<file path="src/rtl/alu_exec_unit_if.sv">
// Handshake and operand/result bundle between the ALU decoder, the execute
// unit and the downstream consumer.
interface alu_exec_unit_if;
    logic        in_valid;
    logic        in_ready;
    logic [3:0]  ALU_Control;
    logic [31:0] SrcA;
    logic [31:0] SrcB;
    logic        out_valid;
    logic        out_ready;
    logic [31:0] ALUResult;
    logic        Zero;
    logic        Illegal;

    modport master (
        output in_valid,
        output ALU_Control,
        output SrcA,
        output SrcB,
        output out_ready,
        input  in_ready,
        input  out_valid,
        input  ALUResult,
        input  Zero,
        input  Illegal
    );

    modport slave (
        input  in_valid,
        input  ALU_Control,
        input  SrcA,
        input  SrcB,
        input  out_ready,
        output in_ready,
        output out_valid,
        output ALUResult,
        output Zero,
        output Illegal
    );
endinterface

</file>
<file path="src/rtl/alu_exec_unit.sv">
// RV32I execute-stage ALU: single-cycle base ops plus a 32-iteration
// radix-2 shift-add multiplier for MUL/MULH, behind valid/ready handshakes.
//
// state | meaning
// IDLE  | in_ready=1, waiting to accept an operation
// MUL   | one shift-add iteration per cycle on the magnitudes
// FIX   | apply product sign, select low/high word
// RESP  | out_valid=1, result held until out_ready
module alu_exec_unit (
    input  logic             clk,
    input  logic             rst_n,
    alu_exec_unit_if.slave   bus
);

    typedef enum logic [1:0] {
        S_IDLE = 2'd0,
        S_MUL  = 2'd1,
        S_FIX  = 2'd2,
        S_RESP = 2'd3
    } state_t;

    localparam logic [3:0] OP_ADD  = 4'b0000;
    localparam logic [3:0] OP_SUB  = 4'b0001;
    localparam logic [3:0] OP_AND  = 4'b0010;
    localparam logic [3:0] OP_OR   = 4'b0011;
    localparam logic [3:0] OP_XOR  = 4'b0100;
    localparam logic [3:0] OP_SLT  = 4'b0101;
    localparam logic [3:0] OP_SLTU = 4'b0110;
    localparam logic [3:0] OP_MUL  = 4'b1000;
    localparam logic [3:0] OP_MULH = 4'b1001;
    localparam logic [3:0] OP_SLL  = 4'b1010;
    localparam logic [3:0] OP_SRA  = 4'b1011;
    localparam logic [3:0] OP_SRL  = 4'b1100;

    state_t      state_q, state_d;
    logic [4:0]  count_q, count_d;
    logic [31:0] mag_a_q, mag_a_d;
    logic [31:0] mag_b_q, mag_b_d;
    logic [63:0] acc_q, acc_d;
    logic        sign_q, sign_d;
    logic        hi_sel_q, hi_sel_d;
    logic [31:0] result_q, result_d;
    logic        zero_q, zero_d;
    logic        illegal_q, illegal_d;

    logic [31:0] alu_res;
    logic        alu_ill;
    logic        is_mul;
    logic [4:0]  shamt;
    logic [31:0] abs_a;
    logic [31:0] abs_b;
    logic [31:0] addend;
    logic [32:0] sum;
    logic [63:0] acc_step;
    logic [63:0] prod_signed;
    logic [31:0] mul_res;

    assign shamt  = bus.SrcB[4:0];
    assign is_mul = (bus.ALU_Control == OP_MUL) || (bus.ALU_Control == OP_MULH);

    always_comb begin
        alu_res = 32'd0;
        alu_ill = 1'b0;
        case (bus.ALU_Control)
            OP_ADD:  alu_res = bus.SrcA + bus.SrcB;
            OP_SUB:  alu_res = bus.SrcA - bus.SrcB;
            OP_AND:  alu_res = bus.SrcA & bus.SrcB;
            OP_OR:   alu_res = bus.SrcA | bus.SrcB;
            OP_XOR:  alu_res = bus.SrcA ^ bus.SrcB;
            OP_SLT:  alu_res = ($signed(bus.SrcA) < $signed(bus.SrcB)) ? 32'd1 : 32'd0;
            OP_SLTU: alu_res = (bus.SrcA < bus.SrcB) ? 32'd1 : 32'd0;
            OP_SLL:  alu_res = bus.SrcA << shamt;
            OP_SRA:  alu_res = $unsigned($signed(bus.SrcA) >>> shamt);
            OP_SRL:  alu_res = bus.SrcA >> shamt;
            OP_MUL, OP_MULH: alu_res = 32'd0;
            default: begin
                alu_res = 32'd0;
                alu_ill = 1'b1;
            end
        endcase
    end

    // Magnitude of the most negative value wraps back to 0x80000000, which is
    // still the correct unsigned magnitude.
    assign abs_a = bus.SrcA[31] ? (~bus.SrcA + 32'd1) : bus.SrcA;
    assign abs_b = bus.SrcB[31] ? (~bus.SrcB + 32'd1) : bus.SrcB;

    // Add into the upper half and shift the whole accumulator right; after 32
    // steps the accumulator holds the full 64-bit magnitude product.
    assign addend   = mag_b_q[0] ? mag_a_q : 32'd0;
    assign sum      = {1'b0, acc_q[63:32]} + {1'b0, addend};
    assign acc_step = {sum, acc_q[31:1]};

    assign prod_signed = sign_q ? (~acc_q + 64'd1) : acc_q;
    assign mul_res     = hi_sel_q ? prod_signed[63:32] : prod_signed[31:0];

    always_comb begin
        state_d   = state_q;
        count_d   = count_q;
        mag_a_d   = mag_a_q;
        mag_b_d   = mag_b_q;
        acc_d     = acc_q;
        sign_d    = sign_q;
        hi_sel_d  = hi_sel_q;
        result_d  = result_q;
        zero_d    = zero_q;
        illegal_d = illegal_q;

        case (state_q)
            S_IDLE: begin
                if (bus.in_valid) begin
                    if (is_mul) begin
                        mag_a_d  = abs_a;
                        mag_b_d  = abs_b;
                        sign_d   = bus.SrcA[31] ^ bus.SrcB[31];
                        hi_sel_d = bus.ALU_Control[0];
                        acc_d    = 64'd0;
                        count_d  = 5'd0;
                        state_d  = S_MUL;
                    end else begin
                        result_d  = alu_res;
                        zero_d    = (alu_res == 32'd0);
                        illegal_d = alu_ill;
                        state_d   = S_RESP;
                    end
                end
            end
            S_MUL: begin
                acc_d   = acc_step;
                mag_b_d = {1'b0, mag_b_q[31:1]};
                count_d = count_q + 5'd1;
                if (count_q == 5'd31) begin
                    state_d = S_FIX;
                end
            end
            S_FIX: begin
                result_d  = mul_res;
                zero_d    = (mul_res == 32'd0);
                illegal_d = 1'b0;
                state_d   = S_RESP;
            end
            S_RESP: begin
                if (bus.out_ready) begin
                    state_d = S_IDLE;
                end
            end
            default: state_d = S_IDLE;
        endcase
    end

    always_ff @(posedge clk) begin
        if (!rst_n) begin
            state_q   <= S_IDLE;
            count_q   <= 5'd0;
            mag_a_q   <= 32'd0;
            mag_b_q   <= 32'd0;
            acc_q     <= 64'd0;
            sign_q    <= 1'b0;
            hi_sel_q  <= 1'b0;
            result_q  <= 32'd0;
            zero_q    <= 1'b0;
            illegal_q <= 1'b0;
        end else begin
            state_q   <= state_d;
            count_q   <= count_d;
            mag_a_q   <= mag_a_d;
            mag_b_q   <= mag_b_d;
            acc_q     <= acc_d;
            sign_q    <= sign_d;
            hi_sel_q  <= hi_sel_d;
            result_q  <= result_d;
            zero_q    <= zero_d;
            illegal_q <= illegal_d;
        end
    end

    assign bus.in_ready  = (state_q == S_IDLE);
    assign bus.out_valid = (state_q == S_RESP);
    assign bus.ALUResult = result_q;
    assign bus.Zero      = zero_q;
    assign bus.Illegal   = illegal_q;

endmodule

</file>
<file path="src/flat_wrapper.sv">
// flat-port wrapper written by rule: the top's interface ports become plain ports
module alu_exec_unit_flat 
  (clk, rst_n, bus_in_valid, bus_ALU_Control, bus_SrcA, bus_SrcB, bus_out_ready, bus_in_ready, bus_out_valid, bus_ALUResult, bus_Zero, bus_Illegal);
  alu_exec_unit_if bus_i ();
  input  logic clk;
  input  logic rst_n;
  input wire logic [$bits(bus_i.in_valid)-1:0] bus_in_valid;
  input wire logic [$bits(bus_i.ALU_Control)-1:0] bus_ALU_Control;
  input wire logic [$bits(bus_i.SrcA)-1:0] bus_SrcA;
  input wire logic [$bits(bus_i.SrcB)-1:0] bus_SrcB;
  input wire logic [$bits(bus_i.out_ready)-1:0] bus_out_ready;
  output wire logic [$bits(bus_i.in_ready)-1:0] bus_in_ready;
  output wire logic [$bits(bus_i.out_valid)-1:0] bus_out_valid;
  output wire logic [$bits(bus_i.ALUResult)-1:0] bus_ALUResult;
  output wire logic [$bits(bus_i.Zero)-1:0] bus_Zero;
  output wire logic [$bits(bus_i.Illegal)-1:0] bus_Illegal;
  assign bus_i.in_valid = bus_in_valid;
  assign bus_i.ALU_Control = bus_ALU_Control;
  assign bus_i.SrcA = bus_SrcA;
  assign bus_i.SrcB = bus_SrcB;
  assign bus_i.out_ready = bus_out_ready;
  assign bus_in_ready = bus_i.in_ready;
  assign bus_out_valid = bus_i.out_valid;
  assign bus_ALUResult = bus_i.ALUResult;
  assign bus_Zero = bus_i.Zero;
  assign bus_Illegal = bus_i.Illegal;
  alu_exec_unit u_core (.clk(clk), .rst_n(rst_n), .bus(bus_i));
endmodule
</file>
<file path="config.mk">
export PLATFORM = sky130hd
export DESIGN_NAME = alu_exec_unit_flat
export DESIGN_NICKNAME = d
export VERILOG_FILES = /design/src/rtl/alu_exec_unit_if.sv /design/src/rtl/alu_exec_unit.sv /design/src/flat_wrapper.sv
export SDC_FILE = /design/constraint.sdc
export NUM_CORES = 1
export LEC_CHECK = 0
export BUFFER_PORTS_ARGS = -buffer_cell sky130_fd_sc_hd__buf_2
export CORE_MARGIN = 3
export CORE_UTILIZATION = 40
export CTS_CLUSTER_DIAMETER = 30
export DETAILED_ROUTE_END_ITERATION = 8
export PLACE_DENSITY = 0.54
export SLEW_MARGIN = 20
export SYNTH_ARGS = -nofsm -noshare
export SYNTH_HDL_FRONTEND = slang
export SYNTH_SLANG_ARGS = --single-unit
</file>
<file path="constraint.sdc">
create_clock -name clk -period 7.7 [get_ports clk]
set_clock_uncertainty 0.05 [all_clocks]
set_input_delay 0.385 -clock clk [delete_from_list [all_inputs] [get_ports clk]]
set_output_delay 0.385 -clock clk [all_outputs]
set_load 0.05 [all_outputs]
</file>
==> results.txt <==
During I/O placement, the number of pins put on the boundary was 108. The post-layout instance count excluding filler cells came out at 3595. The final hold violation count was 0. The layout overhead on the synthesized area is 7.44%. The count of port buffers added during placement came out at 107. Hold repair after CTS inserted 0 buffers.

The largest buffer count on any clock path is 2. The met2 usage came out at 56.4%. The number of design-rule violations left by the first detailed-router iteration came out at 3029. The total area of sequential cells came out at 3430 um^2. The worst setup path is of the input port to flop kind. In this run the cell area measured after placement is 22600 um^2. For the worst setup path, the data required time is 8040 ps.

The setup slack of the critical path after layout came out at 2560 ps. The overflow left after global routing came out at 0. The worst setup slack before clock tree synthesis is 2330 ps. The horizontal extent of the die came out at 239 um. The startpoint of the most critical setup path is bus_SrcB[2].

The worst setup path is captured at a flop. The startpoint identified for the worst hold timing path is bus_SrcA[0]. The pin count of the biggest net entering global routing came out at 70. The met1 layer usage reported by global route is 51.0%. The routability congestion estimate from global placement came out at 1.07. The minimum setup slack among reg-to-reg paths came out at 2610 ps. The arrival time at the worst endpoint came out at 5480 ps. Traced cell by cell, the critical path runs through buf_4 -> inv_2 -> ha_1 -> nand3_1 -> o2111a_1 -> o41ai_1 -> a21oi_1 -> o21ai_0 -> a221oi_1 -> o21bai_1 -> a41oi_1 -> mux2_2 -> o22ai_1 -> nor4bb_1 -> a41o_1.

The flow ran to the end, and the final reports show no timing, DRC or antenna violations. The share of synthesized registers carrying an async set or reset came out at 0%. The max-cap violation count came out at 0. The relative max-transition margin came out at 18.4%. The number of routed nets with antenna violations came out at 0. The post-synthesis net count came out at 3175. After synthesis, flip-flops and latches occupy 15.8% of the total area.

Dividing the detail-routed wire length by the instance count gives 30.4 um. The HPWL after detailed placement came out at 84.0 mm. The leakage power came out at 9.13 nW. The number of sinks handled by clock tree synthesis is 171. The deepest level of the CTS H-tree is 4. The area fraction of the dominant cell type after synthesis came out at 15.8%.

Across the VDD grid, the largest voltage drop is 0.177 mV. The worst setup path is launched from an input port. Setup repair after global routing left no endpoint under its margin.

The summed negative setup slack over all endpoints is 0 ps. Counting flops with a built-in enable in the synthesized netlist gives 0. On the critical path the largest part of the delay comes from compound AO/OA/AOI/OAI gates. The first-pass GRT wire length is 158 mm.

The minimum clock period came out at 5140 ps. The summed instance area of the synthesized netlist is 21600 um^2. In the final design database the tool counted 3110 nets. The total number of vias is 24.3k.

The repair_antennas step left the layout with diodes totalling 0. The total detailed-routing wirelength is 109 mm. The register bit total from synthesis is 171. Counting both buffers and inverters, the worst setup path holds a total of 2.

Buffers inserted during clock tree synthesis total 17. The number of pins with negative max-slew slack in the final report is 0. The highest-delay cell along the critical path is sky130_fd_sc_hd__o41ai_1. The DRC violation count after routing is 0. The total power density per cell area is 168 nW/um^2.

Dividing the detail-routed via count by the number of cells gives 6.75. The floorplan has 84 rows. The path class of the tightest hold or removal check is input port to flop. The die span in y came out at 239 um. The global-route layer with the greatest usage is met2. The clock edge transition at the registers on the reported setup and hold paths is 90 ps. TritonCTS built the clock tree.

The number of detailed-route iterations in the first pass came out at 6. The share of post-route cells with drive strength above 1 is 12.5%. During synthesis, Yosys emitted a total of 0 warnings. The number of global-route vias before repair came out at 22.4k.

The met3 demand-to-capacity share in global routing came out at 7.14%. The delay contributed by the slowest stage of the critical path is 780 ps. The initial antenna violation count is 2.

The starting density of the core is 40.8%. sky130_fd_sc_hd__dfxtp_1 takes more of the synthesized area than any other cell. The clock latency reported for the late side of the worst-skew pair came out at 490 ps. The count of fill cells added during filler insertion is 5495. The final design area excluding fillers came out at 23200 um^2. Setup violations remaining at the end of the flow were counted as 0. Hold is met by 271 ps. In the synthesized netlist, the number of instances is 2959. Clock tree synthesis selected as its root buffer the cell sky130_fd_sc_hd__clkbuf_16.

By area the synthesized netlist is led by sky130_fd_sc_hd__dfxtp_1 16%, sky130_fd_sc_hd__ha_1 8.2%, sky130_fd_sc_hd__mux4_2 6.6%. The die covers 56900 um^2. For this run, the leading register cell type out of synthesis is sky130_fd_sc_hd__dfxtp_1. The total area of multi-input combinational cells is 16800 um^2. The peak clock frequency supported by timing came out at 194 MHz. The count of distinct cell types in the synthesized netlist is 95.

The worst register-to-register path begins at u_core.acc_q[8]. The share of the clock period used by the worst path came out at 66.8%. The post-cts resize count came out at 0.

After detailed placement, the design holds a cell count of 3563. The core region is 53100 um^2. The largest fanout on the critical path came out at 37. The number of setup buffers added after CTS came out at 0.

The transition time at the pin with the least slew margin came out at 1220 ps. The average size of a mapped cell came out at 7.31 um^2. Global routing used 37.5% of the available tracks.
power breakdown:
| group | switching, mW | internal (mW) |
|---|---|---|
| Combinational | 1.37 | 0.515 |
| Sequential | 0.0670 | 0.981 |
| Clock | 0.465 | 0.501 |
| Total | 1.90 | 2.00 |
cells by family (layout without fill, tap and decap cells):
kind of cell | count (synthesis) | after routing | synth area share [%]
AOI/OAI and AO/OA | 949 | 949 | 29.7
and+or+nand+nor | 1040 | 1040 | 23.3
buffers and inverters | 382 | 330 | 6.76
adders and majority gates | 145 | 145 | 8.48
DFF | 171 | 171 | 15.8
xor gates and xnor gates | 97 | 97 | 3.93
muxes | 175 | 175 | 12.0
final timing paths:
kind | endpoint | cells after the start
max | u_core.bus.Zero | 15
max reg2reg | u_core.bus.Zero | 11
min reg2reg | u_core.mag_a_q[17] | 2
min | u_core.mag_a_q[0] | 3
routing by layer:
layer,vias up,routed length [um],part of all wire [%]
met3,252,9740,8.9
met2,1388,46700,43
li1,10800,-,-
met1,11800,46300,42
met4,2,6370,5.8
met5,-,11,0.010
cell usage in the layout (no fill, tap or decap), types with 14 or more instances in the layout:
cell type	Yosys	routed
sky130_fd_sc_hd__mux2_2	40	40
sky130_fd_sc_hd__o31ai_1	31	31
sky130_fd_sc_hd__xnor2_1	82	82
sky130_fd_sc_hd__nand2b_1	24	24
sky130_fd_sc_hd__ha_1	141	140
sky130_fd_sc_hd__nor2b_1	49	49
sky130_fd_sc_hd__xor2_1	15	15
sky130_fd_sc_hd__o221ai_1	16	16
sky130_fd_sc_hd__a21boi_0	70	70
sky130_fd_sc_hd__a221oi_1	22	22
sky130_fd_sc_hd__dfxtp_1	171	169
sky130_fd_sc_hd__o211ai_1	60	60
sky130_fd_sc_hd__a211oi_1	74	74
sky130_fd_sc_hd__clkbuf_16	0	17
sky130_fd_sc_hd__nand4_1	26	26
sky130_fd_sc_hd__nor4_1	29	28
sky130_fd_sc_hd__nand3_1	110	110
sky130_fd_sc_hd__inv_1	123	122
sky130_fd_sc_hd__o21bai_1	18	18
sky130_fd_sc_hd__mux2i_1	72	72
sky130_fd_sc_hd__or2_2	15	15
sky130_fd_sc_hd__o21ai_0	174	174
sky130_fd_sc_hd__buf_2	9	103
sky130_fd_sc_hd__nor2_1	218	218
sky130_fd_sc_hd__nor3_1	47	45
sky130_fd_sc_hd__a31oi_1	28	28
sky130_fd_sc_hd__a22oi_1	29	29
sky130_fd_sc_hd__o22ai_1	21	20
sky130_fd_sc_hd__o2111ai_1	15	15
sky130_fd_sc_hd__nand2_1	367	367
sky130_fd_sc_hd__and2_1	45	45
sky130_fd_sc_hd__or3_1	26	26
sky130_fd_sc_hd__a21o_1	32	32
sky130_fd_sc_hd__buf_4	0	68
sky130_fd_sc_hd__or4_1	20	20
sky130_fd_sc_hd__and3_1	15	14
sky130_fd_sc_hd__a21oi_1	206	204
sky130_fd_sc_hd__mux4_2	63	63
cells in the mapped netlist (28+ instances only):
cell and count:
sky130_fd_sc_hd__a21oi_1 206, sky130_fd_sc_hd__dfxtp_1 171, sky130_fd_sc_hd__clkbuf_1 213, sky130_fd_sc_hd__a21boi_0 70, sky130_fd_sc_hd__buf_1 30, sky130_fd_sc_hd__nand3_1 110
sky130_fd_sc_hd__a22oi_1 29, sky130_fd_sc_hd__nand2_1 367, sky130_fd_sc_hd__a31oi_1 28, sky130_fd_sc_hd__nor3_1 47, sky130_fd_sc_hd__nor2b_1 49, sky130_fd_sc_hd__ha_1 141
sky130_fd_sc_hd__mux2_2 40, sky130_fd_sc_hd__a21o_1 32, sky130_fd_sc_hd__nor4_1 29, sky130_fd_sc_hd__xnor2_1 82, sky130_fd_sc_hd__mux2i_1 72, sky130_fd_sc_hd__inv_1 123
sky130_fd_sc_hd__a211oi_1 74, sky130_fd_sc_hd__and2_1 45, sky130_fd_sc_hd__mux4_2 63, sky130_fd_sc_hd__nor2_1 218, sky130_fd_sc_hd__o31ai_1 31, sky130_fd_sc_hd__o21ai_0 174
sky130_fd_sc_hd__o211ai_1 60
per-stage QoR:
step	power (mW)	util, %
floorplan	2.26	-
CTS	3.87	43.8
global route	4.06	43.8
global placement	2.89	42.6
detailed placement	2.89	42.6
finish	3.90	43.8
state kept, by name, indices dropped and copies added (netlist names):
register,count
u_core.acc_q,64
u_core.bus.ALUResult,32
u_core.bus.Illegal,1
u_core.bus.Zero,1
u_core.count_q,5
u_core.hi_sel_q,1
u_core.mag_a_q,32
u_core.mag_b_q,32
u_core.sign_q,1
u_core.state_q,2
layout make-up:
class,count,area share [%]
Sequential cell,171,14.7
Clock buffer,18,1.89
Clock inverter,14,0.759
Multi-Input combinational cell,2406,72.4
Inverter,127,2.05
Tap cell,688,3.70
Timing Repair Buffer,171,4.42
tightest hold or removal path, cell delays in order:
cell,delay (ps)
sky130_fd_sc_hd__buf_2,210
sky130_fd_sc_hd__nand2_1,110
sky130_fd_sc_hd__a21oi_1,60
(Power assumes the default switching activity.)
